File: config.mk
export PLATFORM = sky130hd
export DESIGN_NAME = nibble_serial_sub
export DESIGN_NICKNAME = d
export VERILOG_FILES = /design/src/rtl/nibble_serial_sub.sv
export SDC_FILE = /design/constraint.sdc
export NUM_CORES = 1
export LEC_CHECK = 0
export ABC_AREA = 1
export CAP_MARGIN = 20
export CORE_MARGIN = 4
export CORE_UTILIZATION = 45
export DETAILED_ROUTE_END_ITERATION = 10
export GPL_TIMING_DRIVEN = 1
export PLACE_DENSITY = 0.78
export SYNTH_ARGS = -nofsm -noshare
export SYNTH_HDL_FRONTEND = slang
export SYNTH_SLANG_ARGS = --single-unit
File: constraint.sdc
create_clock -name clk -period 4.4 [get_ports clk]
set_clock_uncertainty 0.1 [all_clocks]
set_input_delay 1.32 -clock clk [delete_from_list [all_inputs] [get_ports clk]]
set_output_delay 1.32 -clock clk [all_outputs]
set_load 0.02 [all_outputs]
File: src/rtl/nibble_serial_sub.sv
// Nibble-serial multi-word subtractor: diff = a - b - bin, one 4-bit slice per cycle, LSB first.
// Optional NIBBLE_SUB_OVF_EN adds a registered two's-complement overflow output (ovf).
module nibble_serial_sub #(
  parameter int unsigned NIBBLES = 4
) (
  input  logic                 clk,
  input  logic                 rst,
  input  logic                 in_valid,
  output logic                 in_ready,
  input  logic [4*NIBBLES-1:0] a,
  input  logic [4*NIBBLES-1:0] b,
  input  logic                 bin,
  output logic                 out_valid,
  input  logic                 out_ready,
  output logic [4*NIBBLES-1:0] diff,
  output logic                 bout,
`ifdef NIBBLE_SUB_OVF_EN
  output logic                 ovf,
`endif
  output logic                 busy
);

  localparam int unsigned W  = 4 * NIBBLES;
  localparam int unsigned IW = (NIBBLES > 1) ? $clog2(NIBBLES) : 1;
  localparam logic [IW-1:0] LAST = IW'(NIBBLES - 1);

  typedef enum logic [1:0] {
    IDLE = 2'd0,
    RUN  = 2'd1,
    DONE = 2'd2
  } state_t;

  state_t        state_q, state_d;
  logic [IW-1:0] idx_q, idx_d;
  logic          borrow_q, borrow_d;
  logic [W-1:0]  a_sh_q, a_sh_d;
  logic [W-1:0]  b_sh_q, b_sh_d;
  logic [W-1:0]  diff_q, diff_d;
  logic          bout_q, bout_d;
  logic [4:0]    sub;
`ifdef NIBBLE_SUB_OVF_EN
  logic          a_msb_q, a_msb_d;
  logic          b_msb_q, b_msb_d;
  logic          ovf_q, ovf_d;
`endif

  // Operands shift right so the active slice always sits in bits [3:0].
  assign sub = {1'b0, a_sh_q[3:0]} - {1'b0, b_sh_q[3:0]} - {4'b0000, borrow_q};

  always_comb begin
    state_d  = state_q;
    idx_d    = idx_q;
    borrow_d = borrow_q;
    a_sh_d   = a_sh_q;
    b_sh_d   = b_sh_q;
    diff_d   = diff_q;
    bout_d   = bout_q;
`ifdef NIBBLE_SUB_OVF_EN
    a_msb_d  = a_msb_q;
    b_msb_d  = b_msb_q;
    ovf_d    = ovf_q;
`endif
    case (state_q)
      IDLE: begin
        if (in_valid) begin
          a_sh_d   = a;
          b_sh_d   = b;
          borrow_d = bin;
          idx_d    = '0;
          state_d  = RUN;
`ifdef NIBBLE_SUB_OVF_EN
          a_msb_d  = a[W-1];
          b_msb_d  = b[W-1];
`endif
        end
      end
      RUN: begin
        diff_d[{idx_q, 2'b00} +: 4] = sub[3:0];
        borrow_d = sub[4];
        a_sh_d   = a_sh_q >> 4;
        b_sh_d   = b_sh_q >> 4;
        if (idx_q == LAST) begin
          bout_d  = sub[4];
          idx_d   = '0;
          state_d = DONE;
`ifdef NIBBLE_SUB_OVF_EN
          ovf_d   = (a_msb_q != b_msb_q) && (sub[3] != a_msb_q);
`endif
        end else begin
          idx_d = idx_q + 1'b1;
        end
      end
      DONE: begin
        if (out_ready) state_d = IDLE;
      end
      default: state_d = IDLE;
    endcase
  end

  always_ff @(posedge clk) begin
    if (rst) begin
      state_q  <= IDLE;
      idx_q    <= '0;
      borrow_q <= 1'b0;
      a_sh_q   <= '0;
      b_sh_q   <= '0;
      diff_q   <= '0;
      bout_q   <= 1'b0;
`ifdef NIBBLE_SUB_OVF_EN
      a_msb_q  <= 1'b0;
      b_msb_q  <= 1'b0;
      ovf_q    <= 1'b0;
`endif
    end else begin
      state_q  <= state_d;
      idx_q    <= idx_d;
      borrow_q <= borrow_d;
      a_sh_q   <= a_sh_d;
      b_sh_q   <= b_sh_d;
      diff_q   <= diff_d;
      bout_q   <= bout_d;
`ifdef NIBBLE_SUB_OVF_EN
      a_msb_q  <= a_msb_d;
      b_msb_q  <= b_msb_d;
      ovf_q    <= ovf_d;
`endif
    end
  end

  assign in_ready  = (state_q == IDLE);
  assign out_valid = (state_q == DONE);
  assign busy      = (state_q != IDLE);
  assign diff      = diff_q;
  assign bout      = bout_q;
`ifdef NIBBLE_SUB_OVF_EN
  assign ovf       = ovf_q;
`endif

endmodule

==> metrics.txt <==
depth of the CTS H-tree=2; Avg WL per Cell=13.4 um; CP startpoint kind=flip-flop; register area share after synthesis=0.440; DR iter-0 viols=160; Setup TNS Final=0 ps; CTS Hold Buffers Added=0; Hold Violations, Final=0; RR Endpoint=diff[6]; syn nets=370; Num CTS Buffers=5; Setup Viol. Count Final=0; global-route wire length before repair=around 10000 um; RD Place Congestion=0.800; yosys warns=0; WL final=5870 um; max_cap viols=0; detailed-route DRC error count=0; fin crit share=0.767; crit path max fanout=11; Min-Delay Path Class=flip-flop to flip-flop; clock period minus worst slack=3370 ps; via count=between 2000 and 2500; slowest stage delay, CP=740 ps; CTS Sinks=54; Die X=81.9 um; R2R depth=11; ant diodes=0; Critical-path top delay cell=clkdlybuf4s50_1; vias in the first global route=2206; Worst Hold End=a_sh_q[5]; Fmax=296 MHz; Area contributors post-synth=dfxtp_1 44%, o21ai_0 10%, a21oi_1 9.8%, nand2_1 9.8%, ha_1 6.1%; # IOs=57; Synth Flop Type=dfxtp_1; clk slew on worst S/H paths=90 ps; post-CTS resize count=0; core box area=5200 um^2; Die Area=roughly 6700 um^2; Avg Inst Size Synth=7.70 um^2; Worst EP arrival=slightly below 2000 ps; initial antenna violation count=0; post-CTS setup buffer count=0; Synth Instances=between 300 and 400; Slew HR=0.523; Global Route Usage Sum=0.191; VDD IR-drop max=about 0.0002 V; clk root buf=clkbuf_8; row count=26; CTS Buffer Depth=2; number of flops mapped to enable cells by yosys=0; antenna-violating nets left=0; Required @ worst endpoint=between 2000 and 3000 ps; vias per cell=5.21; area share of the largest cell type after synthesis=0.440; nets=418; Hold Path Origin=a_sh_q[9]; clock tree from TritonCTS=built; post-synth top area cell=dfxtp_1; worst hold stages=2; initial core utilization=0.472; layout cell share with drive strength beyond 1=0.0489; clock network latency to the later pin of the worst-skew pair=roughly 310 ps; RSZ-0062 raised after global routing=false; total power=1.07 mW; GRT Residual Overflow=0; PD cells=between 300 and 400 nW/um^2; pin count of the biggest net entering global routing=33; Post-synth ARST share=0; DR pass1 iterations=4; #FFs+latches synth=54; Synth Cell Area=2460 um^2; flop-to-flop setup slack=between 1500 and 2000 ps; worst path cell trace=nor2_1 > clkdlybuf4s50_1; Area growth, synth to finish=27.3%; Worst-Margin Slew=714 ps; Slew Limit Fails=0; Die Ht=between 80 and 90 um; critical path capture point type=output port; outcome=finished clean; Lkg Pwr=1.16 nW; RR Startpoint=borrow_q; synth unique cells=28; PortBufs=56; Worst Setup Path Type=flip-flop to output port; Detail Placement HPWL=4130 um
-- Yosys cell counts, types with 2 or more instances --
library cell,instances
o21ai_0,49
a22oi_1,5
a21oi_1,48
inv_2,2
inv_1,21
buf_2,3
nand2_1,64
xor2_1,2
buf_4,2
nand2_2,3
o21ai_1,4
fa_1,2
clkbuf_1,9
dfxtp_1,54
nand3_1,13
ha_1,12
nor2_1,14
nand4_1,2
-- through the flow --
stage	instances	worst slack, ps	hold WS (ps)	util	instance area [um^2]
2_1_floorplan	319	1880	333	-	2460
3_3_place_gp	430	1120	347	0.583	3030
3_5_place_dp	430	1040	351	0.583	3030
4_1_cts	438	1010	366	0.601	3130
5_1_grt	438	909	381	0.601	3130
6_report	438	1030	361	0.601	3130
-- layer usage --
metal | vias to the layer above | routed length [um] | GRT usage
li1 | 1158 | - | -
met1 | 1059 | 2620 | 0.247
met2 | 57 | 2850 | 0.321
met3 | 7 | 328 | 0.0351
met4 | 0 | 80 | 0.0615
met5 | - | 0 | 0
-- placed cells by master, fill, tap and decap left out, types with 2 or more instances in the layout --
master	n
a21oi_1	48
a22oi_1	5
clkbuf_8	6
clkdlybuf4s50_1	56
dfxtp_1	54
fa_1	2
ha_1	12
inv_1	21
inv_2	2
nand2_1	64
nand2_2	3
nand3_1	13
nand4_1	2
nor2_1	14
o21ai_0	49
o21ai_1	4
xor2_1	2
-- registers in the layout, summed over array words and instances, names as in the netlist --
register  cells
state_q       2
a_sh_q       16
bout          1
diff         16
b_sh_q       16
idx_q         2
borrow_q      1
-- critical path, delay by kind of cell, from the launching register on --
| family | cells | cell delay, ps |
|---|---|---|
| buf+inv | 1 | 740 |
| flops | 1 | 360 |
| simple gates | 1 | 550 |
-- report_power, final --
| part | leakage (nW) | internal [mW] | switching [mW] |
|---|---|---|---|
| clock network | 0.0472 | 0.127 | 0.159 |
| registers | 0.443 | 0.522 | 0.0194 |
| logic | 0.670 | 0.0989 | 0.143 |
-- how the worst max path moves through the flow --
stage                from       end  slack, ps  depth (start not counted)
6_report       state_q[1]  in_ready       1030                          2
5_1_grt        state_q[1]  in_ready        910                          2
4_1_cts        state_q[1]  in_ready       1010                          2
3_5_place_dp     in_valid  idx_q[0]       1040                          6
3_3_place_gp     in_valid  idx_q[0]       1120                          6
2_1_floorplan  state_q[1]      busy       1880                          3
-- area by class of cell --
class                   instances  area [um^2]
flip-flops and latches         54         1080
inverters                      24         90.1
clock inverters                 2         12.5
fillers                       495         2080
multi-input cells             225         1210
repair buffers                 57          568
well taps                      70         87.6
clock buffers                   6         82.6
-- cell families (layout without fill, tap and decap cells) --
| kind of cell | after synthesis | after routing | synth area share |
|---|---|---|---|
| AO/OA/AOI/OAI | 107 | 107 | 0.224 |
| XOR/XNOR | 3 | 3 | 0.0107 |
| adder cells (fa/ha/maj) | 14 | 14 | 0.0774 |
| buffers and inverters | 40 | 89 | 0.0687 |
| flip-flops | 54 | 54 | 0.440 |
| AND/OR/NAND/NOR | 101 | 101 | 0.179 |
No activity file was read; power rests on OpenSTA's default activity.
